## config.mk

```make
export PLATFORM = sky130hd
export DESIGN_NAME = chan_arbiter_flat
export DESIGN_NICKNAME = d
export VERILOG_FILES = /design/src/rtl/chan_arb_pkg.sv /design/src/rtl/chan_arbiter_if.sv /design/src/rtl/chan_arbiter_rr_ptr.sv /design/src/rtl/chan_arbiter.sv /design/src/flat_wrapper.sv
export SDC_FILE = /design/constraint.sdc
export NUM_CORES = 1
export LEC_CHECK = 0
export BUFFER_PORTS_ARGS = -buffer_cell sky130_fd_sc_hd__buf_2
export CAP_MARGIN = 15
export CORE_AREA = 2 2 129 131
export DETAILED_ROUTE_END_ITERATION = 16
export DIE_AREA = 0 0 131 133
export HOLD_SLACK_MARGIN = 0.06
export PLACE_DENSITY_LB_ADDON = 0.12
export SLEW_MARGIN = 20
export SYNTH_ARGS = -nofsm -noshare
export SYNTH_HDL_FRONTEND = slang
export SYNTH_SLANG_ARGS = --single-unit
export TNS_END_PERCENT = 50
```

## constraint.sdc

```tcl
create_clock -name clk -period 3.6 [get_ports clk]
set_clock_uncertainty 0.2 [all_clocks]
set_input_delay 0.36 -clock clk [delete_from_list [all_inputs] [get_ports clk]]
set_output_delay 0.36 -clock clk [all_outputs]
set_load 0.03 [all_outputs]
```

## src/rtl/chan_arb_pkg.sv

```systemverilog
// chan_arbiter shared definitions.
// Control-word layout, FSM states and word width.
package chan_arb_pkg;

    localparam int WORD_W      = 16;
    localparam int CW_FLAG_BIT = 15;
    localparam int CW_LEN_MSB  = 8;
    localparam int CW_LEN_LSB  = 0;
    localparam int CW_LEN_W    = CW_LEN_MSB - CW_LEN_LSB + 1;
    localparam int CW_CH_MSB   = 14;
    localparam int CW_CH_LSB   = 9;

    typedef enum logic {
        SCAN,
        BODY
    } arb_state_t;

    function automatic logic [CW_LEN_W-1:0] cw_len(
        input logic [WORD_W-1:0] w
    );
        return w[CW_LEN_MSB:CW_LEN_LSB];
    endfunction

endpackage

```

## src/rtl/chan_arbiter_if.sv

```systemverilog
// Channel-side and readout-side signals of chan_arbiter.
// master = arbiter, slave = channels plus downstream link.
interface chan_arb_if #(
    parameter int NCH    = 16,
    parameter int CHBITS = 4
);
    import chan_arb_pkg::*;

    logic [NCH-1:0]        give;
    logic [NCH-1:0]        have;
    logic [WORD_W*NCH-1:0] din;
    logic                  ordy;
    logic [WORD_W-1:0]     dout;
    logic                  dvalid;
    logic [CHBITS-1:0]     cur_ch;
    logic                  err;
    logic [15:0]           blkcnt;

    modport master (
        output give, dout, dvalid, cur_ch, err, blkcnt,
        input  have, din, ordy
    );

    modport slave (
        input  give, dout, dvalid, cur_ch, err, blkcnt,
        output have, din, ordy
    );

endinterface

```

## src/rtl/chan_arbiter_rr_ptr.sv

```systemverilog
// Round-robin channel pointer, wraps NCH-1 -> 0.
// The registered pointer doubles as cur_ch.
module rr_ptr #(
    parameter int NCH    = 16,
    parameter int CHBITS = 4
) (
    input  logic              clk,
    input  logic              rst,
    input  logic              inc,
    output logic [CHBITS-1:0] ptr
);

    localparam logic [CHBITS-1:0] LAST = CHBITS'(NCH - 1);

    always_ff @(posedge clk or posedge rst) begin
        if (rst) begin
            ptr <= '0;
        end else if (inc) begin
            ptr <= (ptr == LAST) ? '0 : ptr + CHBITS'(1);
        end
    end

endmodule

```

## src/rtl/chan_arbiter.sv

```systemverilog
// Merges length-prefixed blocks from NCH channels into one stream.
// One whole block per grant, round-robin, with idle timeout.
module chan_arbiter
    import chan_arb_pkg::*;
#(
    parameter int NCH    = 16,
    parameter int CHBITS = 4,
    parameter int TMO    = 255
) (
    input  logic     clk,
    input  logic     rst,
    chan_arb_if.master bus
);

    localparam int TW = $clog2(TMO + 1);
    localparam logic [TW-1:0] TMO_LAST = TW'(TMO - 1);

    arb_state_t          state;
    logic [CW_LEN_W-1:0] len;
    logic [TW-1:0]       tmo;
    logic [CHBITS-1:0]   ptr;
    logic [WORD_W-1:0]   w;
    logic [WORD_W-1:0]   dout_q;
    logic                dvalid_q;
    logic                err_q;
    logic [15:0]         blkcnt_q;
    logic                req;
    logic                acc;
    logic                cw;
    logic                len0;
    logic                last;
    logic                tmo_hit;
    logic                inc;

    // give is masked by rst so all outputs clear asynchronously
    assign req     = bus.ordy & ~rst;
    assign bus.give = req ? (NCH'(1) << ptr) : '0;
    assign w       = bus.din[ptr*WORD_W +: WORD_W];
    assign acc     = req & bus.have[ptr];
    assign cw      = w[CW_FLAG_BIT];
    assign len0    = cw_len(w) == '0;
    assign last    = len == CW_LEN_W'(1);
    assign tmo_hit = tmo == TMO_LAST;

    always_comb begin
        inc = 1'b0;
        case (state)
            SCAN:    inc = req & (~acc | ~cw | len0);
            BODY:    inc = acc ? last : (req & tmo_hit);
            default: inc = 1'b0;
        endcase
    end

    rr_ptr #(
        .NCH    (NCH),
        .CHBITS (CHBITS)
    ) u_ptr (
        .clk (clk),
        .rst (rst),
        .inc (inc),
        .ptr (ptr)
    );

    always_ff @(posedge clk or posedge rst) begin
        if (rst) begin
            state    <= SCAN;
            len      <= '0;
            tmo      <= '0;
            dout_q   <= '0;
            dvalid_q <= 1'b0;
            err_q    <= 1'b0;
            blkcnt_q <= '0;
        end else begin
            dvalid_q <= 1'b0;
            err_q    <= 1'b0;
            case (state)
                SCAN: begin
                    if (acc && cw) begin
                        dout_q   <= w;
                        dvalid_q <= 1'b1;
                        len      <= cw_len(w);
                        tmo      <= '0;
                        if (len0) begin
                            err_q    <= 1'b1;
                            blkcnt_q <= blkcnt_q + 16'd1;
                        end else begin
                            state <= BODY;
                        end
                    end else if (acc) begin
                        err_q <= 1'b1;
                    end
                end
                BODY: begin
                    if (acc) begin
                        dout_q   <= w;
                        dvalid_q <= 1'b1;
                        len      <= len - CW_LEN_W'(1);
                        tmo      <= '0;
                        if (cw) err_q <= 1'b1;
                        if (last) begin
                            blkcnt_q <= blkcnt_q + 16'd1;
                            state    <= SCAN;
                        end
                    end else if (req) begin
                        tmo <= tmo + TW'(1);
                        // abandon a stalled block; nothing is padded
                        if (tmo_hit) begin
                            err_q <= 1'b1;
                            state <= SCAN;
                        end
                    end
                end
                default: state <= SCAN;
            endcase
        end
    end

    assign bus.dout   = dout_q;
    assign bus.dvalid = dvalid_q;
    assign bus.err    = err_q;
    assign bus.blkcnt = blkcnt_q;
    assign bus.cur_ch = ptr;

endmodule

```

## src/flat_wrapper.sv

```systemverilog
// flat-port wrapper written by rule: the top's interface ports become plain ports
module chan_arbiter_flat import chan_arb_pkg::*;
#(
    parameter int NCH    = 16,
    parameter int CHBITS = 4,
    parameter int TMO    = 255
)
  (clk, rst, bus_give, bus_dout, bus_dvalid, bus_cur_ch, bus_err, bus_blkcnt, bus_have, bus_din, bus_ordy);
  chan_arb_if #(.NCH(NCH), .CHBITS(CHBITS)) bus_i ();
  input  logic clk;
  input  logic rst;
  output wire logic [$bits(bus_i.give)-1:0] bus_give;
  output wire logic [$bits(bus_i.dout)-1:0] bus_dout;
  output wire logic [$bits(bus_i.dvalid)-1:0] bus_dvalid;
  output wire logic [$bits(bus_i.cur_ch)-1:0] bus_cur_ch;
  output wire logic [$bits(bus_i.err)-1:0] bus_err;
  output wire logic [$bits(bus_i.blkcnt)-1:0] bus_blkcnt;
  input wire logic [$bits(bus_i.have)-1:0] bus_have;
  input wire logic [$bits(bus_i.din)-1:0] bus_din;
  input wire logic [$bits(bus_i.ordy)-1:0] bus_ordy;
  assign bus_give = bus_i.give;
  assign bus_dout = bus_i.dout;
  assign bus_dvalid = bus_i.dvalid;
  assign bus_cur_ch = bus_i.cur_ch;
  assign bus_err = bus_i.err;
  assign bus_blkcnt = bus_i.blkcnt;
  assign bus_i.have = bus_have;
  assign bus_i.din = bus_din;
  assign bus_i.ordy = bus_ordy;
  chan_arbiter #(.NCH(NCH), .CHBITS(CHBITS), .TMO(TMO)) u_core (.clk(clk), .rst(rst), .bus(bus_i));
endmodule
```

Word level (Yosys, flattened, before mapping)

Index checks and enable logic that the tools add are counted.

Add/subtract/negate cells: 4
$lt $le $gt $ge: 1
Equality and inequality tests: 8
Shift operators: 2
Mux-type cells: 38
Bitwise logic cells: 10
Reductions and logical operators: 5

Operators with widths:

| kind                                                                         | count |
|---|---|
| 256-bit by 9-bit variable part select with 16-bit output                     | 1 |
| 16-bit 2-to-1 mux                                                            | 7 |
| 16-bit one-hot mux with 2 select lines                                       | 2 |
| 8-bit 2-to-1 mux                                                             | 3 |
| 9-bit 2-to-1 mux                                                             | 2 |
| 9-bit one-hot mux with 2 select lines                                        | 1 |
| 16-bit by 1-bit adder with 16-bit output, second input constant              | 1 |
| 1-bit 2-to-1 mux                                                             | 16 |
| 8-bit one-hot mux with 2 select lines                                        | 1 |
| 1-bit by 4-bit << shifter with 16-bit output, first input constant           | 1 |
| 9-bit by 1-bit equality test with 1-bit output, second input constant        | 1 |
| 9-bit logical NOT                                                            | 1 |
| 9-bit by 1-bit subtractor with 9-bit output, second input constant           | 1 |
| 8-bit by 1-bit adder with 8-bit output, second input constant                | 1 |
| 8-bit equality test, second input constant                                   | 1 |
| 1-bit one-hot mux with 2 select lines                                        | 4 |
| 4-bit by 5-bit less-than comparator with 1-bit output, second input constant | 1 |
| 4-bit by 1-bit adder with 4-bit output, second input constant                | 1 |
| 1-bit AND                                                                    | 4 |
| 1-bit binary-select mux with 4-bit select                                    | 1 |
| 4-bit equality test, second input constant                                   | 1 |
| 4-bit 2-to-1 mux                                                             | 1 |
| 2-bit by 1-bit inequality test with 1-bit output, second input constant      | 2 |
| 2-bit inequality test, second input constant                                 | 2 |
| 6 further kinds                                                              | 11 |

Bits in registers: 56
Input port bits: 275
Output and inout bits: 54
Word-level logic and storage cells: 76

Longest topological paths before layout

Gate-level depths: netlist (run 1).

Depth after elaboration: 8
Depth in mapped cells: 11
Depth with buffers taken out: 8

Hierarchy

From an unflattened synthesis (run 1), not the netlist that was laid out.

Cells, all modules: 436
Area total of the unflattened synthesis: 4,878.4 um^2

Modules (own cells, without submodules):

| module       | times used | cells each | area an instance (um^2) | seq. area each (um^2) |
|---|---|---|---|---|
| chan_arbiter | 1          | 419        | 4,694.5                 | 1,301.2 |
| rr_ptr       | 1          | 17         | 183.9                   | 100.1 |

Worst setup path after synthesis (run 1)

Ideal clock, no wire load.

Path type: register -> register
Start: register u_core.u_ptr.ptr[1]
End: register u_core.u_ptr.ptr[0]
Library setup time: 0.125 ns
Arrival time: 2.872 ns
Required time: 3.275 ns
Path slack: 0.403 ns
Stages on the path, launching flop included: 10
Buffers on the path: 3
Clock period less this slack: 3.197 ns
Path through: dfrtp_1 buf_6 buf_6 buf_2 mux4_2 mux4_2 nand2_1 nor4_1 nor3_2 mux2_2

Word-level cells in the longest chain between the ends: 8
Elaborated cells between the ends (all ways): 14
Those cells by class: 1 x eq/ne; 1 x shift; 5 x mux; 6 x bitwise; 1 x reduce/logical

Ends and longest elaborated chain:

| element                                                                                          | RTL line                  | source |
|---|---|---|
| from (decl)                                                                                      | chan_arbiter_rr_ptr.sv:10 | `output logic [CHBITS-1:0] ptr` |
| from (signal assigned)                                                                           | chan_arbiter_rr_ptr.sv:19 | `ptr <= (ptr == LAST) ? '0 : ptr + CHBITS'(1);` |
| branches (longest 8 deep; another with 256-bit by 9-bit variable part select with 16-bit output) | n/a                       |  |

Several ways; the timed one is not identified. The select of a mux whose other input is x is not followed.
A chain may end at the register's enable or synchronous reset.

Worst setup path after layout (run 1)

Start: register u_core.u_ptr.ptr[0]
End: register u_core.blkcnt_q[1] (netlist: u_core.bus.blkcnt[1])

Word-level cells in the longest chain between the ends: 6
Elaborated cells between the ends (all ways): 10
Those cells by class: 3 x eq/ne; 1 x shift; 2 x mux; 1 x bitwise; 3 x reduce/logical

Ends and longest elaborated chain:

| element                                                                                          | RTL line            | source |
|---|---|---|
| branches (longest 5 deep; another with 256-bit by 9-bit variable part select with 16-bit output) | n/a                 |  |
| 4-bit AND reduction (no source line) *                                                           | n/a                 |  |
| to (signal assigned)                                                                             | chan_arbiter.sv:85  | `blkcnt_q <= blkcnt_q + 16'd1;` |
| to (signal assigned)                                                                             | chan_arbiter.sv:101 | `blkcnt_q <= blkcnt_q + 16'd1;` |
| to (decl)                                                                                        | chan_arbiter.sv:26  | `logic [15:0] blkcnt_q;` |

Every way passes the cells marked *. The select of a mux whose other input is x is not followed.

==> results.cfg, run 1 <==
[run_status]
run_status = completed

[clock_tree]
clock-root-buffer = clkbuf_16
cts_resized = 0
clk_latency_ns = 0.29
cts_made_buffers = 5
ctsLongestPathBuffers = 2
clkSinkCount = 56
clk_pin_slew_ns = 0.08
cts_tree = done
cts_htree_levels = 2

[setup_path]
cp.required_ns = 3.58
worst-path-max-fanout = 16
critPathKind = reg -> reg
cp.arrival_ns = 3.32
crit_path_end_kind = flip-flop
critPathLaunchType = flip-flop
reg2reg_slack_ns = 0.26

[final_layout]
syn2layout_area_growth_pct = 41.7
fin_cells = 1015
fin_area_um2 = 7280
nFillCells = 1601
final_util_pct = 45.0
drive_gt1_share_pct = 59.4
nNetsFinal = 1078

[synth]
yosysTopAreaCell = mux4_2
syn_area_um2 = 5130
syn_nets = 747
async_flop_share_pct = 100
synth-seq-cells = 56
yosys-top-cells-area = mux4_2 (33%), dfrtp_1 (27%), nand2_1 (4.9%), mux2_2 (3.1%), a21oi_1 (2.7%)
ys_seq_area_share_pct = 27.3
yosys_warnings = 0
synthCells = 461
yosysMostFrequentCell = mux4_2
syn_area_per_cell_um2 = 11.1
synth-edff-count = 0
synth_top_area_share_pct = 33.3
synth_common_cells = mux4_2 (76), nand2_1 (67), dfrtp_1 (56)
synth.distinct_cells = 48
synthFlopType = dfrtp_1

[timing]
final_max_slew_viol_count = 0
period_needed_ns = 3.34
relSlewSlack_pct = 39.8
final.setup.worst_slack_ns = 0.258
rsz0062_at_grt = false
whs_ns = 0.0780
setup_viol = 0
tightestPinTransition_ns = 0.902
max_freq_ghz = 0.299
final_hold_viol_count = 0
period_share_pct = 92.8
setup_tns_ns = 0

[grt]
gr-total-overflow = 0
antenna_found_initial = 3
grt_pass1_wl_um = 31100
grt_usage_pct = 23.2
grt_pass1_vias = 5740
grt_max_degree = 42

[route]
routed_wl_um = 20300
wire_per_inst_um = 20.0
dr_total_vias = 5333
vias_per_cell = 5.25
drt_iter0_markers = 279
drtAntennaViolNets = 0
dr.pass1.iters = 5
drc_errors = 0

[placed_design]
placed_cells = 996
dpl-instance-area_um2 = 7060
portBuffers = 328
gp_congestion = 0.911
hpwl_um = 17400
pre_cts_slack_ns = 0.181

[power]
peakVddDrop_mv = 0.384
leakagePower_nw = 3.66
power.total_mw = 4.85
power_density_nw_per_um2 = 666

[floorplan]
std_cell_rows = 47
core_um2 = 16200
pin_count = 329
die_area_um2 = 17400
die_w_um = 131
start_util_pct = 31.7
fp.dieH_um = 133

[run]
maxCapViolations = 0

[min_path]
hold_path.class = in -> async
[flip-flops by register name (all words and copies together), names as in the netlist]
| register | count |
|---|---|
| u_core.state | 1 |
| u_core.tmo | 8 |
| u_core.len | 9 |
| u_core.bus.dvalid | 1 |
| u_core.bus.err | 1 |
| u_core.bus.blkcnt | 16 |
| u_core.bus.dout | 16 |
| u_core.u_ptr.ptr | 4 |
[worst max-delay path, stage by stage (launching register included)]
cell and delay (ns):
dfrtp_2 0.67, mux4_2 0.56, mux2_2 0.30, nor4_1 0.24, and4_2 0.32, o2111ai_4 0.35
nand2_1 0.22, mux2_2 0.34
[per-layer routing]
layer / share of wire (%) / vias up / wire, µm / global-route usage, %
met2: 53 / 226 / 10800 / 42.2
met5: 0.049 / - / 10 / 0
met1: 39 / 2633 / 7860 / 28.0
met3: 6.5 / 18 / 1320 / 5.10
met4: 1.4 / 2 / 290 / 4.43
li1: - / 2454 / - / -
[cells by family (layout without fill, tap and decap cells)]
kind of cell	Yosys count	count (layout)	synth area share (%)
simple gates	161	161	15.3
mux	98	98	38.0
compound gates	72	72	9.58
flops	56	56	27.3
buf+inv	47	379	4.44
xor+xnor	16	16	2.73
fa+ha+maj	11	11	2.68
other cells	0	2	0
[cells in the final DEF, fill, tap and decap left out, types with 3 or more instances in the layout]
cell       count
o31ai_1        4
nand2_1       67
nand4_1        9
mux2_2        14
nor3_1         7
nand2b_1       3
xnor2_1        3
a21oi_1       28
or2_2          3
and2_1         3
inv_1         12
xor2_1        13
buf_4         27
dfrtp_1       53
nor2_1        18
mux4_2        76
ha_1          11
o22ai_1        3
nand3_1       20
nor2b_1        3
clkbuf_16      5
mux2i_1        8
and3_1        20
buf_2        328
o21ai_0       18
[power by group]
group / total, mW / switching, mW / internal (mW)
clock network: 0.494 / 0.234 / 0.260
registers: 1.07 / 0.255 / 0.818
logic: 3.28 / 1.68 / 1.61
total: 4.85 / 2.16 / 2.68
[path summary, 6_finish.rpt]
kind,from,to,cells after the start
setup reg to reg,u_core.u_ptr.ptr[0]$_DFFE_PP0P_,u_core.bus.blkcnt[1]$_DFFE_PP0P_,7
setup / recovery,u_core.u_ptr.ptr[0]$_DFFE_PP0P_,u_core.bus.blkcnt[1]$_DFFE_PP0P_,7
min in group clk,u_core.bus.blkcnt[15]$_DFFE_PP0P_,u_core.bus.blkcnt[15]$_DFFE_PP0P_,1
hold / removal,rst,u_core.bus.dout[2]$_DFFE_PP0P_,2
hold reg to reg,u_core.bus.blkcnt[15]$_DFFE_PP0P_,u_core.bus.blkcnt[15]$_DFFE_PP0P_,1
max in group asynchronous,rst,u_core.bus.blkcnt[12]$_DFFE_PP0P_,3
[timing repair]
item,in CTS,in global routing
hold buffers,0,0
endpoints found under the setup margin,0,4
setup buffers,0,9
endpoints found under the hold margin,0,0
[layout make-up]
cell class	count	area [µm²]	share of cell area, %
flip-flops and latches	56	1410	19.3
clock buffers	5	125	1.72
multi-input cells	358	3500	48.2
well taps	220	275	3.78
repair buffers	357	1880	25.9
diodes	2	5.00	0.0688
clock inverters	3	21.3	0.292
inverters	14	52.6	0.722
(Power assumes the default switching activity.)
==> run 2: changes to the inputs <==
Settings changed: RECOVER_POWER from default to 25, REMOVE_ABC_BUFFERS from default to 1.
==> results.cfg, run 2 (synthesis gave the netlist of run 1 again) <==
[power]
leakagePower_nw = 3.62
power_density_nw_per_um2 = 665
peakVddDrop_mv = 0.274

[setup_path]
cp.arrival_ns = 3.31
r2r-start = u_core.u_ptr.ptr[1]$_DFFE_PP0P_
path_cells = buf_12 > mux4_2 > mux4_2 > nor3_1 > nor2_1 > a21boi_0 > nor3_2 > mux2_2
critPathKind = reg -> reg
critPathLaunchType = flip-flop
r2r_cells = 8
slowest_stage = dfrtp_4
slowest_delay_ns = 0.61
cp.required_ns = 3.58
crit_start = u_core.u_ptr.ptr[1]$_DFFE_PP0P_
path_common_cell = mux4_2
crit_path_end_kind = flip-flop
reg2reg_slack_ns = 0.26
worstReg2RegEnd = u_core.u_ptr.ptr[2]$_DFFE_PP0P_
worst-path-max-fanout = 19

[timing]
rsz0062_at_grt = false
max_freq_ghz = 0.299
setup_viol = 0
tightestPinTransition_ns = 2.04
period_share_pct = 92.8
relSlewSlack_pct = -37.1
setup_tns_ns = 0
final_hold_viol_count = 0
final_max_slew_viol_count = 45
final.setup.worst_slack_ns = 0.261
whs_ns = 0.263
period_needed_ns = 3.34

[floorplan]
core_um2 = 16200
std_cell_rows = 47
die_w_um = 131
pin_count = 329
start_util_pct = 31.7
fp.dieH_um = 133
die_area_um2 = 17400

[placed_design]
pre_cts_slack_ns = 0.243
gp_congestion = 1.23
dpl-instance-area_um2 = 7040
portBuffers = 328
hpwl_um = 17000

[grt]
gr-total-overflow = 0
grt_pass1_wl_um = 30000
grt_max_degree = 45
antenna_found_initial = 2
grt_usage_pct = 22.8
grt_pass1_vias = 5501

[route]
drc_errors = 0
dr.pass1.iters = 4
drtAntennaViolNets = 0
drt_iter0_markers = 324
dr_total_vias = 5268
vias_per_cell = 5.25
routed_wl_um = 20000
wire_per_inst_um = 19.9

[final_layout]
multi_input_area_um2 = 3500
drive_gt1_share_pct = 58.7
nNetsFinal = 1067
seqCellArea_um2 = 1410
layout_commonest_cell = buf_2
nFillCells = 1585
fin_area_um2 = 7220
syn2layout_area_growth_pct = 40.7
final_cell_mix = buf_2 (327), mux4_2 (76), nand2_1 (67), dfrtp_1 (53), a21oi_1 (28)

[run_status]
violations = max-capacitance violations, max-slew violations
run_status = finished with violations

[clock_tree]
clk_latency_ns = 0.29
clock-root-buffer = clkbuf_16
cts_htree_levels = 2
clkSinkCount = 56
cts_tree = done
cts_hold_buf = 0
clk_pin_slew_ns = 0.07
ctsLongestPathBuffers = 2
cts_resized = 0
cts_made_buffers = 5
post_cts_buffers = 0

[min_path]
hold_depth = 1
hold_path.class = reg -> reg
min_to = u_core.bus.blkcnt[15]$_DFFE_PP0P_
hold_start = u_core.bus.blkcnt[15]$_DFFE_PP0P_

[run]
maxCapViolations = 1
## run 2: changes by cell type in the layout (fill, tap and decap cells not counted), sizes merged
| cell | change |
|---|---|
| buf | -12 |
| clkbuf | +2 |
| inv | -2 |
| bufinv | +1 |
## run 2: worst max-delay path by stage
| stage | to | cells past startpoint | slack (ns) |
|---|---|---|---|
| floorplan | u_core.bus.dout[4]$_DFFE_PP0P_ | 6 | -1.29 |
| finish | u_core.u_ptr.ptr[2]$_DFFE_PP0P_ | 8 | 0.26 |
| global route | u_core.bus.blkcnt[3]$_DFFE_PP0P_ | 9 | 0.07 |
| CTS | u_core.u_ptr.ptr[2]$_DFFE_PP0P_ | 8 | 0.22 |
| detailed placement | u_core.u_ptr.ptr[0]$_DFFE_PP0P_ | 8 | 0.24 |
| global placement | u_core.bus.blkcnt[1]$_DFFE_PP0P_ | 8 | 0.29 |
## run 2: routing by layer
layer	part of all wire (%)	track usage, %	vias to the layer above
met2	50	37.6	227
met1	39	29.6	2586
li1	-	-	2426
met3	8.4	6.39	27
met4	2.0	5.08	2
met5	0.050	0	-
## run 2: per-stage QoR
step	power (mW)	std cells	utilization, %
after floorplan	3.37	428	-
after global placement	4.21	994	43.5
after detailed placement	4.26	994	43.5
after CTS	4.86	1002	44.6
after global routing	5.15	1003	44.7
final	4.81	1004	44.7
## run 2: critical path: cells and delay by family (launching register included)
| family | cells | cell delay [ns] |
|---|---|---|
| buf+inv | 1 | 0.22 |
| compound gates | 1 | 0.17 |
| mux | 3 | 1.41 |
| simple gates | 3 | 0.59 |
| flops | 1 | 0.61 |
## run 2: cell type report
cell class                      count  area share, %
Multi-Input combinational cell    358           48.5
Clock inverter                      2          0.537
Clock buffer                        6           1.92
Inverter                           14          0.745
Sequential cell                    56           19.5
Antenna cell                        2         0.0693
Timing Repair Buffer              346           24.9
Tap cell                          220           3.81
## run 2: power breakdown
group	total (mW)	internal [mW]	switching, mW
Combinational	3.19	1.53	1.67
Sequential	1.03	0.818	0.215
Clock	0.581	0.349	0.232
Total	4.81	2.70	2.11
==> run 3: changes to the inputs <==
Settings changed: CELL_PAD_IN_SITES_DETAIL_PLACEMENT from default to 1, CELL_PAD_IN_SITES_GLOBAL_PLACEMENT from default to 2, CORE_AREA 2 2 129 131 to default, CORE_MARGIN from default to 1, CORE_UTILIZATION from default to 25, DIE_AREA 0 0 131 133 to default.
==> results.cfg, run 3 (synthesis gave the netlist of run 1 again) <==
[run_status]
run_status = finished with violations
violations = max-capacitance violations, max-slew violations

[timing]
period_needed_ns = 3.51
setup_viol = 0
relSlewSlack_pct = -7.39
rsz0062_at_grt = true
max_freq_ghz = 0.285
setup_tns_ns = 0
final_hold_viol_count = 0
period_share_pct = 97.5
tightestPinTransition_ns = 1.61
final_max_slew_viol_count = 40
whs_ns = 0.275

[floorplan]
die_w_um = 145
start_util_pct = 25.5
pin_count = 329
fp.dieH_um = 145
std_cell_rows = 52
core_um2 = 20200
die_area_um2 = 21100

[min_path]
hold_depth = 2
min_to = u_core.bus.dout[11]$_DFFE_PP0P_
hold_path.class = reg -> reg
hold_start = u_core.bus.dout[11]$_DFFE_PP0P_

[grt]
grt_usage_pct = 21.1
grt_max_degree = 40
antenna_found_initial = 5
grt_pass1_wl_um = 34100
grt_pass1_vias = 5834
gr-total-overflow = 0

[route]
routed_wl_um = 22200
drt_iter0_markers = 229
wire_per_inst_um = 20.9
drtAntennaViolNets = 0
dr_total_vias = 5275
drc_errors = 0
vias_per_cell = 4.96
dr.pass1.iters = 6

[setup_path]
r2r-start = u_core.u_ptr.ptr[1]$_DFFE_PP0P_
critPathLaunchType = flip-flop
crit_path_end_kind = flip-flop
r2r_cells = 8
worst-path-max-fanout = 16
cp.required_ns = 3.59
worstReg2RegEnd = u_core.bus.blkcnt[1]$_DFFE_PP0P_
cp.arrival_ns = 3.50
reg2reg_slack_ns = 0.09
critPathKind = reg -> reg

[clock_tree]
clock-root-buffer = clkbuf_16
cts_made_buffers = 5
clk_latency_ns = 0.30
clkSinkCount = 56
cts_tree = done
ctsLongestPathBuffers = 2
cts_htree_levels = 2
clk_pin_slew_ns = 0.08

[placed_design]
hpwl_um = 19100
placed_cells = 1047
portBuffers = 328
gp_congestion = 1.01

[power]
power_density_nw_per_um2 = 673
leakagePower_nw = 3.65
peakVddDrop_mv = 0.235
power.total_mw = 4.93

[final_layout]
syn2layout_area_growth_pct = 42.7
layout_commonest_cell = buf_2
final_cell_mix = buf_2 (328), mux4_2 (76), nand2_1 (67), dfrtp_1 (53), a21oi_1 (28)
fin_cells = 1063
nNetsFinal = 1074
seqCellArea_um2 = 1410
multi_input_area_um2 = 3510
drive_gt1_share_pct = 58.9
final_util_pct = 36.3
nFillCells = 2393

[run]
maxCapViolations = 1
-- run 3: through the flow --
stage          setup WS, ns  area (µm²)
3_5_place_dp        0.00960        7110
4_1_cts              0.0827        7310
2_1_floorplan         -1.29        4960
3_3_place_gp         0.0495        7110
6_report             0.0906        7320
5_1_grt             -0.0219        7320
-- run 3: worst max path at each step --
| stage | cells past startpoint | slack (ns) | endpoint | start |
|---|---|---|---|---|
| 2_1_floorplan | 6 | -1.29 | u_core.bus.dout[4]$_DFFE_PP0P_ | u_core.u_ptr.ptr[1]$_DFFE_PP0P_ |
| 3_3_place_gp | 8 | 0.05 | u_core.bus.blkcnt[1]$_DFFE_PP0P_ | u_core.u_ptr.ptr[1]$_DFFE_PP0P_ |
| 3_5_place_dp | 8 | 0.01 | u_core.bus.blkcnt[1]$_DFFE_PP0P_ | u_core.u_ptr.ptr[1]$_DFFE_PP0P_ |
| 4_1_cts | 8 | 0.08 | u_core.bus.blkcnt[1]$_DFFE_PP0P_ | u_core.u_ptr.ptr[1]$_DFFE_PP0P_ |
| 5_1_grt | 9 | -0.02 | u_core.bus.blkcnt[10]$_DFFE_PP0P_ | u_core.u_ptr.ptr[1]$_DFFE_PP0P_ |
| 6_report | 8 | 0.09 | u_core.bus.blkcnt[1]$_DFFE_PP0P_ | u_core.u_ptr.ptr[1]$_DFFE_PP0P_ |
-- run 3: timing repair --
item | 4_1_cts | 5_1_grt
endpoints found under the setup margin | 1 | 7
buffers inserted | 4 | 0
hold buffers | 0 | 0
resized for setup | 0 | 2
endpoints found under the hold margin | 0 | 0
-- run 3: where the power goes --
group | switching, mW | leakage (nW) | internal, mW
Sequential | 0.236 | 0.710 | 0.821
Combinational | 1.73 | 2.85 | 1.57
Clock | 0.244 | 0.0815 | 0.332
Total | 2.21 | 3.65 | 2.72
-- run 3: final cells by class --
cell class / instances / share of cell area (%)
multi-input combinational: 358 / 47.9
sequential: 56 / 19.3
clock inverter: 2 / 0.530
tap: 270 / 4.61
inverter: 14 / 0.717
timing repair buffer: 353 / 25.1
clock buffer: 6 / 1.76
antenna: 4 / 0.137
-- run 3: worst max-delay path, cell delays in order, from the launching register on --
cell       delay [ns]
dfrtp_4          0.54
buf_12           0.20
mux4_2           0.51
mux2_2           0.30
nor4_1           0.31
and4_2           0.38
o2111ai_4        0.36
nand2_1          0.23
mux2_2           0.34
-- run 3: per-layer routing --
metal	track usage, %	vias to the layer above	wire length, µm
met1	26.7	2628	9120
met4	4.53	0	337
met3	4.18	19	1210
li1	-	2446	-
met5	0	-	0
met2	37.3	182	11500
